<file path="config.mk">
export PLATFORM = sky130hd
export DESIGN_NAME = shift_sequencer_flat
export DESIGN_NICKNAME = d
export VERILOG_FILES = /design/src/rtl/shift_seq_pkg.sv /design/src/rtl/shift_sequencer_if.sv /design/src/rtl/shift_step.sv /design/src/rtl/shift_sequencer.sv /design/src/flat_wrapper.sv
export SDC_FILE = /design/constraint.sdc
export NUM_CORES = 1
export LEC_CHECK = 0
export ABC_AREA = 1
export ABC_CLOCK_PERIOD_IN_PS = 2850
export BUFFER_PORTS_ARGS = -buffer_cell sky130_fd_sc_hd__clkbuf_2
export CAP_MARGIN = 5
export CELL_PAD_IN_SITES_DETAIL_PLACEMENT = 0
export CELL_PAD_IN_SITES_GLOBAL_PLACEMENT = 2
export CORE_MARGIN = 2
export CORE_UTILIZATION = 30
export CTS_CLUSTER_SIZE = 16
export DETAILED_ROUTE_END_ITERATION = 6
export PLACE_DENSITY = 0.77
export SLEW_MARGIN = 20
export SYNTH_ARGS = -nofsm -noshare
export SYNTH_HDL_FRONTEND = slang
export SYNTH_SLANG_ARGS = --single-unit
export TNS_END_PERCENT = 1
</file>
<file path="constraint.sdc">
create_clock -name clk -period 2.85 [get_ports clk]
set_clock_uncertainty 0.15 [all_clocks]
set_input_delay 0.285 -clock clk [delete_from_list [all_inputs] [get_ports clk]]
set_output_delay 0.285 -clock clk [all_outputs]
set_load 0.01 [all_outputs]
</file>
<file path="src/rtl/shift_seq_pkg.sv">
// -----------------------------------------------------------------------------
// shift_seq_pkg
// Shared encodings for the multi-cycle shift sequencer.
//   OP_*  : shift operation codes carried on op_i (2'b11 is reserved and
//           behaves as a logical right shift)
//   state_t : sequencer FSM states, 2-bit binary encoding
// -----------------------------------------------------------------------------
package shift_seq_pkg;

   localparam logic [1:0] OP_SLL = 2'b00;
   localparam logic [1:0] OP_SRL = 2'b01;
   localparam logic [1:0] OP_SRA = 2'b10;

   typedef enum logic [1:0] {
      S_IDLE  = 2'b00,
      S_SHIFT = 2'b01,
      S_DONE  = 2'b10
   } state_t;

endpackage : shift_seq_pkg

</file>
<file path="src/rtl/shift_sequencer_if.sv">
// -----------------------------------------------------------------------------
// shift_sequencer_if
// Request/response bundle between the main control unit and the sequencer.
//   start_i  : request a shift (only honoured while idle)
//   op_i     : operation code (see shift_seq_pkg)
//   data_i   : operand, captured with start_i
//   shamt_i  : shift amount, captured with start_i
//   flush_i  : synchronous abort of an operation in flight
//   busy_o   : high whenever the sequencer is not idle
//   done_o   : one-cycle pulse, result_o valid in the same cycle
//   result_o : registered result, held until the next accepted start
// Modports: master (control unit side), slave (sequencer side).
// -----------------------------------------------------------------------------
interface shift_sequencer_if #(
   parameter int DATA_WIDTH  = 32,
   parameter int SHAMT_WIDTH = 5
);

   logic                   start_i;
   logic [1:0]             op_i;
   logic [DATA_WIDTH-1:0]  data_i;
   logic [SHAMT_WIDTH-1:0] shamt_i;
   logic                   flush_i;
   logic                   busy_o;
   logic                   done_o;
   logic [DATA_WIDTH-1:0]  result_o;

   modport master (
      output start_i, op_i, data_i, shamt_i, flush_i,
      input  busy_o, done_o, result_o
   );

   modport slave (
      input  start_i, op_i, data_i, shamt_i, flush_i,
      output busy_o, done_o, result_o
   );

endinterface : shift_sequencer_if

</file>
<file path="src/rtl/shift_step.sv">
// -----------------------------------------------------------------------------
// shift_step
// Combinational single step of the shifter: moves data_i by one or two bit
// positions in the direction given by op_i.
//   data_i        : value to shift
//   op_i          : OP_SLL / OP_SRL / OP_SRA (reserved code acts as SRL)
//   two_not_one_i : 1 = shift by 2, 0 = shift by 1
//   data_o        : shifted value
// -----------------------------------------------------------------------------
module shift_step
   import shift_seq_pkg::*;
#(
   parameter int DATA_WIDTH = 32
) (
   input  logic [DATA_WIDTH-1:0] data_i,
   input  logic [1:0]            op_i,
   input  logic                  two_not_one_i,
   output logic [DATA_WIDTH-1:0] data_o
);

   logic sign;

   // The working register's MSB never changes under SRA, so it always equals
   // the original operand's sign bit.
   assign sign = data_i[DATA_WIDTH-1];

   always_comb begin
      // NOTE: every variable written in a combinational block gets a default
      // first, so no path through the block can leave it unassigned (latch).
      data_o = '0;
      case (op_i)
         OP_SLL:  data_o = two_not_one_i ? {data_i[DATA_WIDTH-3:0], 2'b00}
                                         : {data_i[DATA_WIDTH-2:0], 1'b0};
         OP_SRA:  data_o = two_not_one_i ? {{2{sign}}, data_i[DATA_WIDTH-1:2]}
                                         : {sign, data_i[DATA_WIDTH-1:1]};
         // OP_SRL and the reserved code both shift in zeros from the top.
         default: data_o = two_not_one_i ? {2'b00, data_i[DATA_WIDTH-1:2]}
                                         : {1'b0, data_i[DATA_WIDTH-1:1]};
      endcase
   end

endmodule : shift_step

</file>
<file path="src/rtl/shift_sequencer.sv">
// -----------------------------------------------------------------------------
// shift_sequencer
// Multi-cycle SLL/SRL/SRA unit. The operand is stepped through shift_step at
// up to two bit positions per cycle; latency from the accepting edge to the
// done_o cycle is ceil(shamt/2)+1 edges.
//   clk   : rising-edge clock
//   reset : asynchronous, active-low reset
//   bus   : shift_sequencer_if slave (start/op/data/shamt/flush in,
//           busy/done/result out)
// All outputs are decoded from registers only.
// -----------------------------------------------------------------------------
module shift_sequencer
   import shift_seq_pkg::*;
#(
   parameter int DATA_WIDTH  = 32,
   parameter int SHAMT_WIDTH = 5
) (
   input  logic              clk,
   input  logic              reset,
   shift_sequencer_if.slave  bus
);

   state_t                 state_q, state_d;
   logic [SHAMT_WIDTH-1:0] rem_q, rem_d;
   logic [DATA_WIDTH-1:0]  work_q, work_d;
   logic [1:0]             op_q, op_d;
   logic [DATA_WIDTH-1:0]  result_q, result_d;

   logic                   two_step;
   logic [DATA_WIDTH-1:0]  step_out;

   assign two_step = (rem_q > SHAMT_WIDTH'(1));

   // Amounts beyond DATA_WIDTH need no special case: repeated steps push every
   // original bit out, leaving zeros (SLL/SRL) or sign fill (SRA).
   shift_step #(
      .DATA_WIDTH (DATA_WIDTH)
   ) u_step (
      .data_i        (work_q),
      .op_i          (op_q),
      .two_not_one_i (two_step),
      .data_o        (step_out)
   );

   always_comb begin
      state_d  = state_q;
      rem_d    = rem_q;
      work_d   = work_q;
      op_d     = op_q;
      result_d = result_q;

      case (state_q)
         S_IDLE: begin
            // flush_i wins over a simultaneous start_i.
            if (bus.start_i && !bus.flush_i) begin
               work_d = bus.data_i;
               op_d   = bus.op_i;
               rem_d  = bus.shamt_i;
               if (bus.shamt_i != '0) begin
                  state_d = S_SHIFT;
               end else begin
                  state_d  = S_DONE;
                  result_d = bus.data_i;
               end
            end
         end

         S_SHIFT: begin
            if (bus.flush_i) begin
               state_d = S_IDLE;
            end else begin
               work_d = step_out;
               rem_d  = two_step ? (rem_q - SHAMT_WIDTH'(2)) : '0;
               if (rem_d == '0) begin
                  state_d  = S_DONE;
                  result_d = step_out;
               end
            end
         end

         S_DONE: begin
            state_d = S_IDLE;
         end

         default: begin
            state_d = S_IDLE;
         end
      endcase
   end

   always_ff @(posedge clk or negedge reset) begin
      if (!reset) begin
         state_q  <= S_IDLE;
         rem_q    <= '0;
         work_q   <= '0;
         op_q     <= OP_SLL;
         result_q <= '0;
      end else begin
         // NOTE: sequential state uses non-blocking assignments so every
         // register samples its next value from the same pre-edge snapshot.
         state_q  <= state_d;
         rem_q    <= rem_d;
         work_q   <= work_d;
         op_q     <= op_d;
         result_q <= result_d;
      end
   end

   assign bus.busy_o   = (state_q != S_IDLE);
   assign bus.done_o   = (state_q == S_DONE);
   assign bus.result_o = result_q;

endmodule : shift_sequencer

</file>
<file path="src/flat_wrapper.sv">
// flat-port wrapper written by rule: the top's interface ports become plain ports
module shift_sequencer_flat import shift_seq_pkg::*;
#(
   parameter int DATA_WIDTH  = 32,
   parameter int SHAMT_WIDTH = 5
)
  (clk, reset, bus_start_i, bus_op_i, bus_data_i, bus_shamt_i, bus_flush_i, bus_busy_o, bus_done_o, bus_result_o);
  shift_sequencer_if #(.DATA_WIDTH(DATA_WIDTH), .SHAMT_WIDTH(SHAMT_WIDTH)) bus_i ();
  input  logic clk;
  input  logic reset;
  input wire logic [$bits(bus_i.start_i)-1:0] bus_start_i;
  input wire logic [$bits(bus_i.op_i)-1:0] bus_op_i;
  input wire logic [$bits(bus_i.data_i)-1:0] bus_data_i;
  input wire logic [$bits(bus_i.shamt_i)-1:0] bus_shamt_i;
  input wire logic [$bits(bus_i.flush_i)-1:0] bus_flush_i;
  output wire logic [$bits(bus_i.busy_o)-1:0] bus_busy_o;
  output wire logic [$bits(bus_i.done_o)-1:0] bus_done_o;
  output wire logic [$bits(bus_i.result_o)-1:0] bus_result_o;
  assign bus_i.start_i = bus_start_i;
  assign bus_i.op_i = bus_op_i;
  assign bus_i.data_i = bus_data_i;
  assign bus_i.shamt_i = bus_shamt_i;
  assign bus_i.flush_i = bus_flush_i;
  assign bus_busy_o = bus_i.busy_o;
  assign bus_done_o = bus_i.done_o;
  assign bus_result_o = bus_i.result_o;
  shift_sequencer #(.DATA_WIDTH(DATA_WIDTH), .SHAMT_WIDTH(SHAMT_WIDTH)) u_core (.clk(clk), .reset(reset), .bus(bus_i));
endmodule
</file>
== Word-level counts from Yosys, hierarchy flattened ==
Cells that the tools add are included.
Storage, ports and cells
  bits in registers: 73
  bits of input ports: 43
  output and inout port bits: 34
  logic and storage cells: 48
Operators by class
  $add $sub $neg: 1
  $lt $le $gt $ge: 1
  eq/ne operators: 8
  muxes and demuxes: 21
  reduce and logical (&&, ||, !) cells: 12
Operators with widths (count)
  2-to-1 mux 32 bit: 7
  case mux 32 bit (2 select lines): 3
  2-to-1 mux 31 bit: 1
  2-to-1 mux 30 bit: 1
  2-to-1 mux 5 bit: 3
  case mux 5 bit (2 select lines): 1
  2-to-1 mux 2 bit: 4
  > comparator 5 x 1 -> 1 bit (second input constant): 1
  logical NOT 5 bit: 1
  AND reduction 5 bit: 1
  nonzero test 5 bit: 1
  subtractor 5 x 2 -> 5 bit (second input constant): 1
  == test 2 bit (second input constant): 2
  logical NOT 2 bit: 2
  != test 2 x 1 -> 1 bit (second input constant): 2
  != test 2 bit (second input constant): 2
  case mux 2 bit (2 select lines): 1
  AND reduction 2 bit: 2
  nonzero test 2 bit: 2
  != test 3 x 2 -> 1 bit (second input constant): 1
  AND reduction 3 bit: 1
  == test 2 x 1 -> 1 bit (second input constant): 1
  logical AND 1 bit: 1
  logical NOT 1 bit: 1

== Longest topological paths before layout ==
Gate-level depths: netlist of run 1.
  depth in word-level cells: 6
  depth in mapped cells: 12
  mapped depth without buffers: 12

== Modules after synthesis ==
From an unflattened synthesis of run 1, not the netlist that was laid out.
Second synthesis, totals
  cell total of the unflattened synthesis: 631
  area, all modules: 4394.2 um^2
By module, submodules not included
  shift_sequencer: instances 1, cells an instance 423, area an instance 3413.3 um^2, seq. area each 1826.8 um^2
  shift_step: instances 1, cells an instance 208, area an instance 980.9 um^2, seq. area each 0.0 um^2

== Least setup slack after synthesis of run 1 ==
Ideal clock, no wire load.
  kind: register to register
  start: register u_core.rem_q[1]
  end: register u_core.result_q[1] (netlist: u_core.bus.result_o[1])
  library setup time: 0.117 ns
  arrival: 1.719 ns
  data required time: 2.583 ns
  setup slack: 0.863 ns
  stages on the path, launching flop included: 13
  buffers on the path: 1
  period minus slack after synthesis: 1.987 ns
  cells stage by stage: dfrtp_1 -> inv_1 -> ha_1 -> inv_1 -> nand2_1 -> nand2_1 -> o211ai_1 -> nand3_4 -> nand2_2 -> nand2_1 -> buf_2 -> nand2_1 -> nand2_1
Between the ends
  cells in the longest elaborated chain, start to end: 6
  elaborated cells between the ends (all ways): 13
  those cells by class: add/sub (1); order compare (1); eq/ne (1); mux (8); reduce/logical (2)
RTL lines
  start: declaration: line shift_sequencer.sv:24  | logic [SHAMT_WIDTH-1:0] rem_q, rem_d;
  start signal: assignment: line shift_sequencer.sv:102  | rem_q <= rem_d;
  > comparator 5 x 1 -> 1 bit: line shift_sequencer.sv:32  | assign two_step = (rem_q > SHAMT_WIDTH'(1));
  2-to-1 mux 31 bit (tied with other cells): line shift_step.sv:37  | default: data_o = two_not_one_i ? {2'b00, data_i[DATA_WIDTH-1:2]}
  case mux 32 bit (2 select lines): line shift_step.sv:31  | case (op_i)
  2-to-1 mux 32 bit: line shift_sequencer.sv:74  | if (rem_d == '0) begin
  2-to-1 mux 32 bit: line shift_sequencer.sv:69  | if (bus.flush_i) begin
  case mux 32 bit (2 select lines): line shift_sequencer.sv:52  | case (state_q)
  end signal: assignment: line shift_sequencer.sv:105  | result_q <= result_d;
  end: declaration: line shift_sequencer.sv:27  | logic [DATA_WIDTH-1:0] result_q, result_d;
Parallel ways exist; a longest one is shown, timed or not. The select of a mux whose other input is x is not followed.
A chain may end at the register's enable or synchronous reset.

== Worst setup path in the final report of run 1 ==
Same ends and word-level chain as after synthesis.

==> results of run 1 <==
==> worst max-delay path: cells and delay by family (launching register included) <==
kind,cells,cell delay [ns]
DFF,1,0.40
buffers and inverters,3,0.53
and+or+nand+nor,8,1.09
adders and majority gates,1,0.26
==> flip-flops by register name (all words and copies together), names as in the netlist <==
name and flops:
u_core.rem_q 5, u_core.work_q 32, u_core.state_q 2, u_core.op_q 2, u_core.bus.result_o 32
==> stage by stage <==
stage	utilization	cell area (µm²)	setup WS [ns]
2_1_floorplan	-	4120	0.863
3_3_place_gp	0.352	4670	0.397
3_5_place_dp	0.352	4680	0.286
4_1_cts	0.373	4960	0.277
5_1_grt	0.373	4960	0.0692
6_report	0.373	4960	0.288
==> metal layers <==
| layer | vias to the layer above | track usage | routed length (µm) |
|---|---|---|---|
| li1 | 2054 | - | - |
| met1 | 1887 | 0.258 | 6270 |
| met2 | 82 | 0.295 | 5710 |
| met3 | 13 | 0.0343 | 569 |
| met4 | 0 | 0.0763 | 229 |
| met5 | - | 0 | 0 |
==> Yosys cell counts, types with 2 or more instances <==
cell type,number,area share
nand3_1,65,0.079
a21oi_1,7,0.0085
o211ai_1,2,0.0036
o21ai_0,20,0.024
buf_2,10,0.012
buf_4,3,0.0055
a31oi_1,2,0.0030
nor2_1,9,0.0082
nand2_2,2,0.0030
inv_1,21,0.019
nand2_1,356,0.32
a22oi_1,4,0.0073
dfrtp_1,73,0.44
nand3_4,3,0.013
clkbuf_1,15,0.014
nor2_2,4,0.0061
o21ai_1,2,0.0024
==> kinds of logic (layout without fill, tap and decap cells) <==
group / count (synthesis) / count (layout)
DFF: 73 / 73
AOI/OAI and AO/OA: 40 / 40
and+or+nand+nor: 441 / 441
muxes: 1 / 1
adders and majority gates: 1 / 1
buffers and inverters: 52 / 125
==> cell usage in the layout (no fill, tap or decap), types with 2 or more instances in the layout <==
master,instances
buf_4,13
nand3_1,65
nand3_4,3
inv_1,21
nand2_1,356
a22oi_1,4
nor2_2,5
clkbuf_8,3
a21oi_1,7
o21ai_1,2
clkbuf_2,75
nand2_2,2
clkbuf_16,9
nor2_1,8
a31oi_1,2
dfrtp_1,73
o211ai_1,2
o21ai_0,20
==> worst paths after layout <==
kind	startpoint	endpoint	slack (ns)	cells after the start
worst max-delay path	u_core.rem_q[1]$_DFFE_PN0P_	u_core.bus.result_o[1]$_DFFE_PN0P_	0.29	12
worst min-delay path	bus_op_i[1]	u_core.op_q[1]$_DFFE_PN0P_	0.03	2
worst max register to register	u_core.rem_q[1]$_DFFE_PN0P_	u_core.bus.result_o[1]$_DFFE_PN0P_	0.29	12
min in group asynchronous	reset	u_core.state_q[1]$_DFFE_PN0P_	0.49	2
max in group asynchronous	reset	u_core.bus.result_o[26]$_DFFE_PN0P_	1.42	2
worst min register to register	u_core.bus.result_o[14]$_DFFE_PN0P_	u_core.bus.result_o[14]$_DFFE_PN0P_	0.33	2
==> area by class of cell <==
type / count / area (µm²)
flip-flops and latches: 73 / 1830
inverters: 23 / 88.8
well taps: 176 / 220
multi-input cells: 483 / 2070
fillers: 1505 / 8340
repair buffers: 89 / 483
clock buffers: 13 / 270
==> power groups by stage <==
stage | Combinational (mW) | Clock, mW | Sequential, mW
2_1_floorplan | 1.94 | 0 | 1.90
3_3_place_gp | 2.93 | 0 | 1.87
3_5_place_dp | 2.94 | 0 | 1.87
4_1_cts | 2.95 | 1.11 | 1.86
5_1_grt | 3.34 | 1.15 | 1.93
6_report | 2.89 | 1.08 | 1.86
==> what timing repair did <==
| item | 4_1_cts | 5_1_grt |
|---|---|---|
| hold endpoints to repair | 3 | 0 |
| hold buffers | 1 | 0 |
| setup endpoints to repair | 0 | 0 |
==> run_results.csv, run 1 <==
group,metric,value,unit
run_status,run_status,"finished, final reports clean",
clock_network,clk_pin_slew,0.05,ns
logic_synthesis,synth.distinct_cells,27,
clock_network,cts-root-buf,"clkbuf_16",
floorplanning,top_level_ports,77,
hold_path,hp-class,"in2reg",
worst_setup_path,slowest_stage,"dfrtp_1",
sta,slew_viol_final,0,
grt,grt_max_degree,74,
floorplanning,dieArea,14700,µm²
power_and_ir_drop,p_int,3.15,mW
sta,fin_crit,2.56,ns
grt,globalRouteOverflowTotal,0,
logic_synthesis,synth-edff-count,0,
flow_run,cap_violations,0,
logic_synthesis,synthFlopType,"dfrtp_1",
route,avgViaCountPerCell,4.71,
power_and_ir_drop,switchingPower,2.69,mW
worst_setup_path,max_stage_delay,0.40,ns
clock_network,clockBufferDepth,2,
power_and_ir_drop,p_clk_frac,0.185,
place,place_congestion,0.861,
sta,fin_crit_sh,0.899,
power_and_ir_drop,peakVddDrop,596,µV
floorplanning,initial_utilization,0.310,
route,drc_errors,0,
logic_synthesis,postSynthCellCount,608,
sta,fin_hold_ws,0.0282,ns
sta,rsz0062_at_grt,"no",
floorplanning,rows,42,
sta,final_hold_viol_count,0,
place,dpl.cell_count,843,
place,io_buffers,76,
cells_and_area,antenna_cells,0,
grt,grt_first_pass_wirelength,21300,µm
sta,setup_viol,0,
worst_setup_path,arrival,2.65,ns
logic_synthesis,synth_seq_area_share,0.444,
sta,worst_slew_margin_rel,0.337,
clock_network,clk_latency,0.35,ns
power_and_ir_drop,p_sw_frac,0.461,
floorplanning,die_h,121,µm
clock_network,htree_levels,3,
place,hpwlAfterDp,8990,µm
worst_setup_path,crit_type,"reg2reg",
cells_and_area,nNetsFinal,723,
power_and_ir_drop,leakage,2.76,nW
clock_network,post_cts_buffers,0,
power_and_ir_drop,p_seq_frac,0.320,
cells_and_area,area_growth,20.5,%
sta,fmax,390,MHz
route,drtIter0Drc,203,
grt,grt_pass1_vias,4170,
route,dr.pass1.iters,5,
worst_setup_path,cp-start-kind,"flop",
route,final_antenna_net_count,0,
clock_network,cts.sinks,73,
logic_synthesis,muxShareOfSynthArea,0.00274,
route,wire_per_inst,14.9,µm
route,drt_wl_total,12800,µm
logic_synthesis,synth_compound_area_frac,0.0569,
power_and_ir_drop,power.density,1180,nW/µm²
logic_synthesis,synthAdderAreaFrac,0.00304,
clock_network,cts-buffers-inserted,9,
logic_synthesis,avgSynthCellArea,6.77,µm²
cells_and_area,final_cells,857,
worst_setup_path,crit_path_end_kind,"flop",
grt,grt_usage,0.189,
sta,tns,0,ns
clock_network,tritoncts,"done",
logic_synthesis,syn_nets,652,
floorplanning,core-area,13300,µm²
worst_setup_path,cpMostUsedCell,"nand2_1",
logic_synthesis,ys_async_sr_fraction,1.00,
power_and_ir_drop,p_comb_frac,0.496,
clock_network,post_cts_resized,0,
worst_setup_path,path_max_fanout,24,
logic_synthesis,synth_xor_area_frac,0,
grt,antenna_found_initial,0,
logic_synthesis,syn_area,4120,µm²
logic_synthesis,yosys_warnings,0,
logic_synthesis,synth_top_family_by_area,"simple AND/OR/NAND/NOR gates",
logic_synthesis,synth-simple-area-share,0.439,
sta,worst_pin_slew,0.994,ns
worst_setup_path,cp.required,2.93,ns
cells_and_area,drive_gt1_frac,0.172,
worst_setup_path,cp_cell_sequence,"inv_1, ha_1, nand3_4, nand2_4, inv_4, nand2_2, nand3_4, nand2_2, nand2_1, buf_4, nand2_1, nand2_1",
logic_synthesis,ys_ff_latch,73,
route,vias,4036,
power_and_ir_drop,total_power,5.83,mW
floorplanning,floorplan.die.width,121,µm
Note: power is estimated with default switching activity, not from simulation.
==> inputs of run 2 (changes only) <==
--- a/config.mk
+++ b/config.mk
@@ -11,7 +11,7 @@
 export CAP_MARGIN = 5
 export CELL_PAD_IN_SITES_DETAIL_PLACEMENT = 0
 export CELL_PAD_IN_SITES_GLOBAL_PLACEMENT = 2
-export CORE_MARGIN = 2
+export CORE_MARGIN = 10
 export CORE_UTILIZATION = 30
 export CTS_CLUSTER_SIZE = 16
 export DETAILED_ROUTE_END_ITERATION = 6
==> run 2 against run 1 <==
Against the previous run:
- flip-flop and latch count unchanged
- via count decreased by 0.59%
- setup slack got worse by 0.0085 ns
- non-clock buffer count increased by 1
- routed wire length increased by 3.8%
- register-to-register slack about the same
==> run_results.csv, run 2 (synthesis results as in run 1) <==
group,metric,value,unit
cells_and_area,final_cells,860,
cells_and_area,antenna_cells,0,
worst_setup_path,cp.required,2.93,ns
route,drt_wl_total,13300,µm
power_and_ir_drop,power.density,1180,nW/µm²
sta,slew_viol_final,0,
cells_and_area,fill_cells,1497,
sta,worst_pin_slew,0.999,ns
route,avgViaCountPerCell,4.67,
clock_network,clk_pin_slew,0.05,ns
floorplanning,die_h,137,µm
worst_setup_path,crit_type,"reg2reg",
clock_network,cts-buffers-inserted,9,
worst_setup_path,r2r_slack,0.28,ns
cells_and_area,drive_gt1_frac,0.175,
power_and_ir_drop,peakVddDrop,478,µV
clock_network,clk_latency,0.35,ns
cells_and_area,final_cell_mix,"nand2_1 (356), clkbuf_2 (75), dfrtp_1 (73), nand3_1 (65)",
sta,fin_crit,2.57,ns
sta,tns,0,ns
place,post-place-ws,0.280,ns
grt,antenna_found_initial,0,
route,dr.pass1.iters,4,
worst_setup_path,path_max_fanout,24,
worst_setup_path,slowest_stage,"dfrtp_1",
sta,final_hold_viol_count,0,
place,hpwlAfterDp,9480,µm
cells_and_area,seq_area,1830,µm²
clock_network,post_cts_buffers,0,
clock_network,cts-root-buf,"clkbuf_16",
sta,rsz0062_at_grt,"no",
worst_setup_path,cp-start-kind,"flop",
clock_network,tritoncts,"done",
route,drc_errors,0,
clock_network,clockBufferDepth,2,
grt,grt_first_pass_wirelength,21700,µm
cells_and_area,nNetsFinal,724,
clock_network,htree_levels,3,
worst_setup_path,crit_path_end_kind,"flop",
sta,setup_viol,0,
floorplanning,initial_utilization,0.308,
grt,grt_pass1_vias,4166,
cells_and_area,layout_commonest_cell,"nand2_1",
cells_and_area,multi_input_area,2070,µm²
run_status,run_status,"finished, final reports clean",
sta,fin_crit_sh,0.902,
worst_setup_path,arrival,2.66,ns
worst_setup_path,max_stage_delay,0.40,ns
place,place_congestion,0.845,
floorplanning,dieArea,18800,µm²
place,place_area,4680,µm²
hold_path,hp-class,"in2reg",
worst_setup_path,cp_cell_sequence,"inv_1, ha_1, nand3_4, nand2_4, inv_4, nand2_2, nand3_4, nand2_2, nand2_1, buf_4, nand2_1, nand2_1",
place,dpl.cell_count,844,
route,vias,4012,
route,final_antenna_net_count,0,
floorplanning,top_level_ports,77,
grt,grt_usage,0.146,
cells_and_area,fin_area,4980,µm²
flow_run,cap_violations,0,
grt,globalRouteOverflowTotal,0,
grt,grt_max_degree,74,
sta,setup_slack,0.279,ns
cells_and_area,area_growth,21.0,%
floorplanning,core-area,13300,µm²
power_and_ir_drop,total_power,5.87,mW
place,io_buffers,76,
sta,fmax,389,MHz
power_and_ir_drop,leakage,2.77,nW
floorplanning,rows,42,
worst_setup_path,cpMostUsedCell,"nand2_1",
route,wire_per_inst,15.4,µm
floorplanning,floorplan.die.width,137,µm
clock_network,cts.sinks,73,
sta,worst_slew_margin_rel,0.334,
route,drtIter0Drc,305,
## run 2: changes by cell type in the layout (fill, tap and decap cells not counted)
cell and change:
clkinvlp_4 +2, nor2_2 -1, buf_4 +1, nor2_1 +1, clkinv_2 +1, inv_1 -1
## run 2: per-stage QoR
stage | utilization | hold WS [ns]
2_1_floorplan | - | -0.161
3_3_place_gp | 0.351 | 0.311
3_5_place_dp | 0.351 | 0.315
4_1_cts | 0.373 | 0.0140
5_1_grt | 0.373 | 0.0408
6_report | 0.373 | 0.0237
## run 2: power breakdown
group          internal [mW]  total (mW)  switching (mW)
Clock                  0.654        1.09           0.437
Combinational          0.990        2.92            1.93
Sequential              1.53        1.86           0.329
Total                   3.17        5.87            2.70
## run 2: final timing paths
path | startpoint | endpoint | cells past startpoint
setup / recovery | u_core.rem_q[1]$_DFFE_PN0P_ | u_core.bus.result_o[4]$_DFFE_PN0P_ | 12
hold / removal | bus_op_i[1] | u_core.op_q[1]$_DFFE_PN0P_ | 2
setup reg to reg | u_core.rem_q[1]$_DFFE_PN0P_ | u_core.bus.result_o[4]$_DFFE_PN0P_ | 12
hold reg to reg | u_core.bus.result_o[8]$_DFFE_PN0P_ | u_core.bus.result_o[8]$_DFFE_PN0P_ | 2
max in group asynchronous | reset | u_core.bus.result_o[31]$_DFFE_PN0P_ | 2
min in group asynchronous | reset | u_core.bus.result_o[7]$_DFFE_PN0P_ | 2
## run 2: timing repair
action,4_1_cts,5_1_grt
gates resized for setup,0,1
hold buffers,1,0
hold endpoints to repair,11,0
setup endpoints to repair,0,4
## run 2: routing by layer
metal  track usage  wire (µm)  vias up
li1              -          -     2062
met1         0.192       6350     1857
met2         0.230       6040       80
met3        0.0363        736       13
met4        0.0427        140        0
met5             0          0        -
## run 2: worst max-delay path: cells and delay by family (launching register included)
kind | cells | cell delay, ns
adder cells (fa/ha/maj) | 1 | 0.26
buffers and inverters | 3 | 0.54
flip-flops | 1 | 0.40
AND/OR/NAND/NOR | 8 | 1.09
## run 2: area by class of cell
| class | instances | area share |
|---|---|---|
| clock buffers | 13 | 0.0543 |
| clock inverters | 2 | 0.00251 |
| inverters | 23 | 0.0186 |
| multi-input cells | 483 | 0.415 |
| flip-flops and latches | 73 | 0.367 |
| well taps | 176 | 0.0442 |
| repair buffers | 90 | 0.0985 |
==> inputs of run 3 (changes only) <==
--- a/config.mk
+++ b/config.mk
@@ -11,12 +11,13 @@
 export CAP_MARGIN = 5
 export CELL_PAD_IN_SITES_DETAIL_PLACEMENT = 0
 export CELL_PAD_IN_SITES_GLOBAL_PLACEMENT = 2
+export CORE_ASPECT_RATIO = 1.1
 export CORE_MARGIN = 10
 export CORE_UTILIZATION = 30
 export CTS_CLUSTER_SIZE = 16
 export DETAILED_ROUTE_END_ITERATION = 6
 export PLACE_DENSITY = 0.77
-export SLEW_MARGIN = 20
+export REMOVE_ABC_BUFFERS = 1
 export SYNTH_ARGS = -nofsm -noshare
 export SYNTH_HDL_FRONTEND = slang
 export SYNTH_SLANG_ARGS = --single-unit
==> run 3 against run 2 <==
Against the previous run:
- non-clock buffer count increased by 1
- combinational power about the same
- critical path depth decreased by 1
- hold slack improved by 0.0028 ns
- total power increased by 3.6%
- clock power increased by 23%
- sequential power about the same
- cell area increased by 1.5%
- critical path type unchanged
==> run_results.csv, run 3 (synthesis results as in run 1) <==
group,metric,value,unit
cells_and_area,area_growth,22.8,%
floorplanning,dieArea,18800,µm²
cells_and_area,layout_commonest_cell,"nand2_1",
power_and_ir_drop,p_clk_frac,0.221,
worst_setup_path,crit_type,"reg2reg",
grt,globalRouteOverflowTotal,0,
route,final_antenna_net_count,0,
sta,fin_crit_sh,0.832,
sta,fin_crit,2.37,ns
power_and_ir_drop,p_seq_frac,0.305,
clock_network,htree_levels,3,
sta,setup_viol,0,
hold_path,hp-class,"in2reg",
clock_network,tritoncts,"done",
route,vias,4048,
sta,worst_pin_slew,1.12,ns
sta,fmax,422,MHz
clock_network,cts-root-buf,"clkbuf_16",
floorplanning,initial_utilization,0.309,
flow_run,cap_violations,0,
worst_setup_path,crit_path_end_kind,"flop",
route,drt_wl_total,12800,µm
floorplanning,floorplan.die.width,132,µm
floorplanning,core-area,13300,µm²
route,avgViaCountPerCell,4.65,
grt,grt_usage,0.141,
grt,grt_max_degree,74,
route,dr.pass1.iters,4,
route,drc_errors,0,
power_and_ir_drop,leakage,2.80,nW
clock_network,clk_latency,0.35,ns
sta,fin_hold_ws,0.0265,ns
run_status,run_status,"finished, final reports clean",
clock_network,cts-buffers-inserted,9,
route,drtIter0Drc,307,
clock_network,cts.sinks,73,
clock_network,post_cts_buffers,0,
power_and_ir_drop,switchingPower,2.69,mW
floorplanning,die_h,143,µm
cells_and_area,seq_area,1830,µm²
cells_and_area,multi_input_area,2070,µm²
grt,grt_pass1_vias,4290,
cells_and_area,antenna_cells,0,
grt,grt_first_pass_wirelength,21900,µm
cells_and_area,nNetsFinal,725,
clock_network,clockBufferDepth,2,
place,dpl.cell_count,853,
power_and_ir_drop,p_sw_frac,0.441,
cells_and_area,final_cells,870,
power_and_ir_drop,peakVddDrop,473,µV
cells_and_area,fill_cells,1508,
place,place_congestion,0.797,
floorplanning,rows,44,
clock_network,clk_pin_slew,0.06,ns
worst_setup_path,cp-start-kind,"flop",
power_and_ir_drop,power.density,1200,nW/µm²
floorplanning,top_level_ports,77,
grt,antenna_found_initial,0,
worst_setup_path,path_max_fanout,24,
sta,slew_viol_final,0,
cells_and_area,drive_gt1_frac,0.176,
worst_setup_path,arrival,2.45,ns
cells_and_area,final_cell_mix,"nand2_1 (356), clkbuf_2 (75), dfrtp_1 (73), nand3_1 (65), inv_1 (21)",
power_and_ir_drop,p_comb_frac,0.474,
route,wire_per_inst,14.7,µm
power_and_ir_drop,p_int,3.40,mW
sta,rsz0062_at_grt,"no",
worst_setup_path,cp.required,2.93,ns
place,io_buffers,76,
sta,worst_slew_margin_rel,0.249,
place,hpwlAfterDp,9060,µm
sta,final_hold_viol_count,0,
## run 3: final timing paths
check | cells after the start | slack, ns | to | start
setup / recovery | 11 | 0.48 | u_core.bus.result_o[15]$_DFFE_PN0P_ | u_core.rem_q[3]$_DFFE_PN0P_
hold / removal | 2 | 0.03 | u_core.op_q[1]$_DFFE_PN0P_ | bus_op_i[1]
setup reg to reg | 11 | 0.48 | u_core.bus.result_o[15]$_DFFE_PN0P_ | u_core.rem_q[3]$_DFFE_PN0P_
hold reg to reg | 2 | 0.32 | u_core.bus.result_o[2]$_DFFE_PN0P_ | u_core.bus.result_o[2]$_DFFE_PN0P_
max in group asynchronous | 2 | 1.45 | u_core.bus.result_o[0]$_DFFE_PN0P_ | reset
min in group asynchronous | 2 | 0.49 | u_core.work_q[22]$_DFFE_PN0P_ | reset
## run 3: worst max-delay path: stages, from the launching register on
cell and delay, ns:
dfrtp_1 0.42, nor2_2 0.20, nand3_4 0.27, nand2_4 0.32, inv_4 0.16, nand2_2 0.11
nand3_4 0.09, nand2_2 0.10, nand2_1 0.07, buf_4 0.20, nand2_1 0.08, nand2_1 0.06
## run 3: final cells by class
type,instances,share of cell area
clock buffers,11,0.0480
flip-flops and latches,73,0.361
multi-input cells,483,0.409
repair buffers,91,0.0985
inverters,23,0.0176
clock inverters,5,0.0203
well taps,184,0.0455
## run 3: power groups by stage
stage          clock network, mW  logic, mW  registers [mW]
2_1_floorplan                  0       1.83            1.90
3_3_place_gp                   0       2.94            1.87
3_5_place_dp                   0       2.95            1.87
4_1_cts                     1.38       2.97            1.86
5_1_grt                     1.42       3.35            1.93
6_report                    1.34       2.89            1.86
## run 3: routing by layer
metal  global-route usage  wire [µm]  vias up
met5                    0          0        -
met4               0.0580        196        0
met1                0.176       5960     1876
met3               0.0333        682       13
met2                0.232       5980       92
li1                     -          -     2067
## run 3: timing repair
| action | in CTS | in global routing |
|---|---|---|
| hold buffers | 1 | 0 |
| resized for setup | 0 | 0 |
| hold endpoints to repair | 4 | 0 |
## run 3: per-stage QoR
step | area (µm²) | power, mW | setup TNS (ns) | setup WS [ns] | util
floorplan | 3980 | 3.73 | -23.91 | -0.464 | -
finish | 5050 | 6.09 | 0 | 0.479 | 0.379
CTS | 5050 | 6.20 | 0 | 0.465 | 0.379
detailed placement | 4700 | 4.81 | 0 | 0.483 | 0.353
global placement | 4700 | 4.81 | 0 | 0.604 | 0.353
global route | 5050 | 6.69 | 0 | 0.255 | 0.379
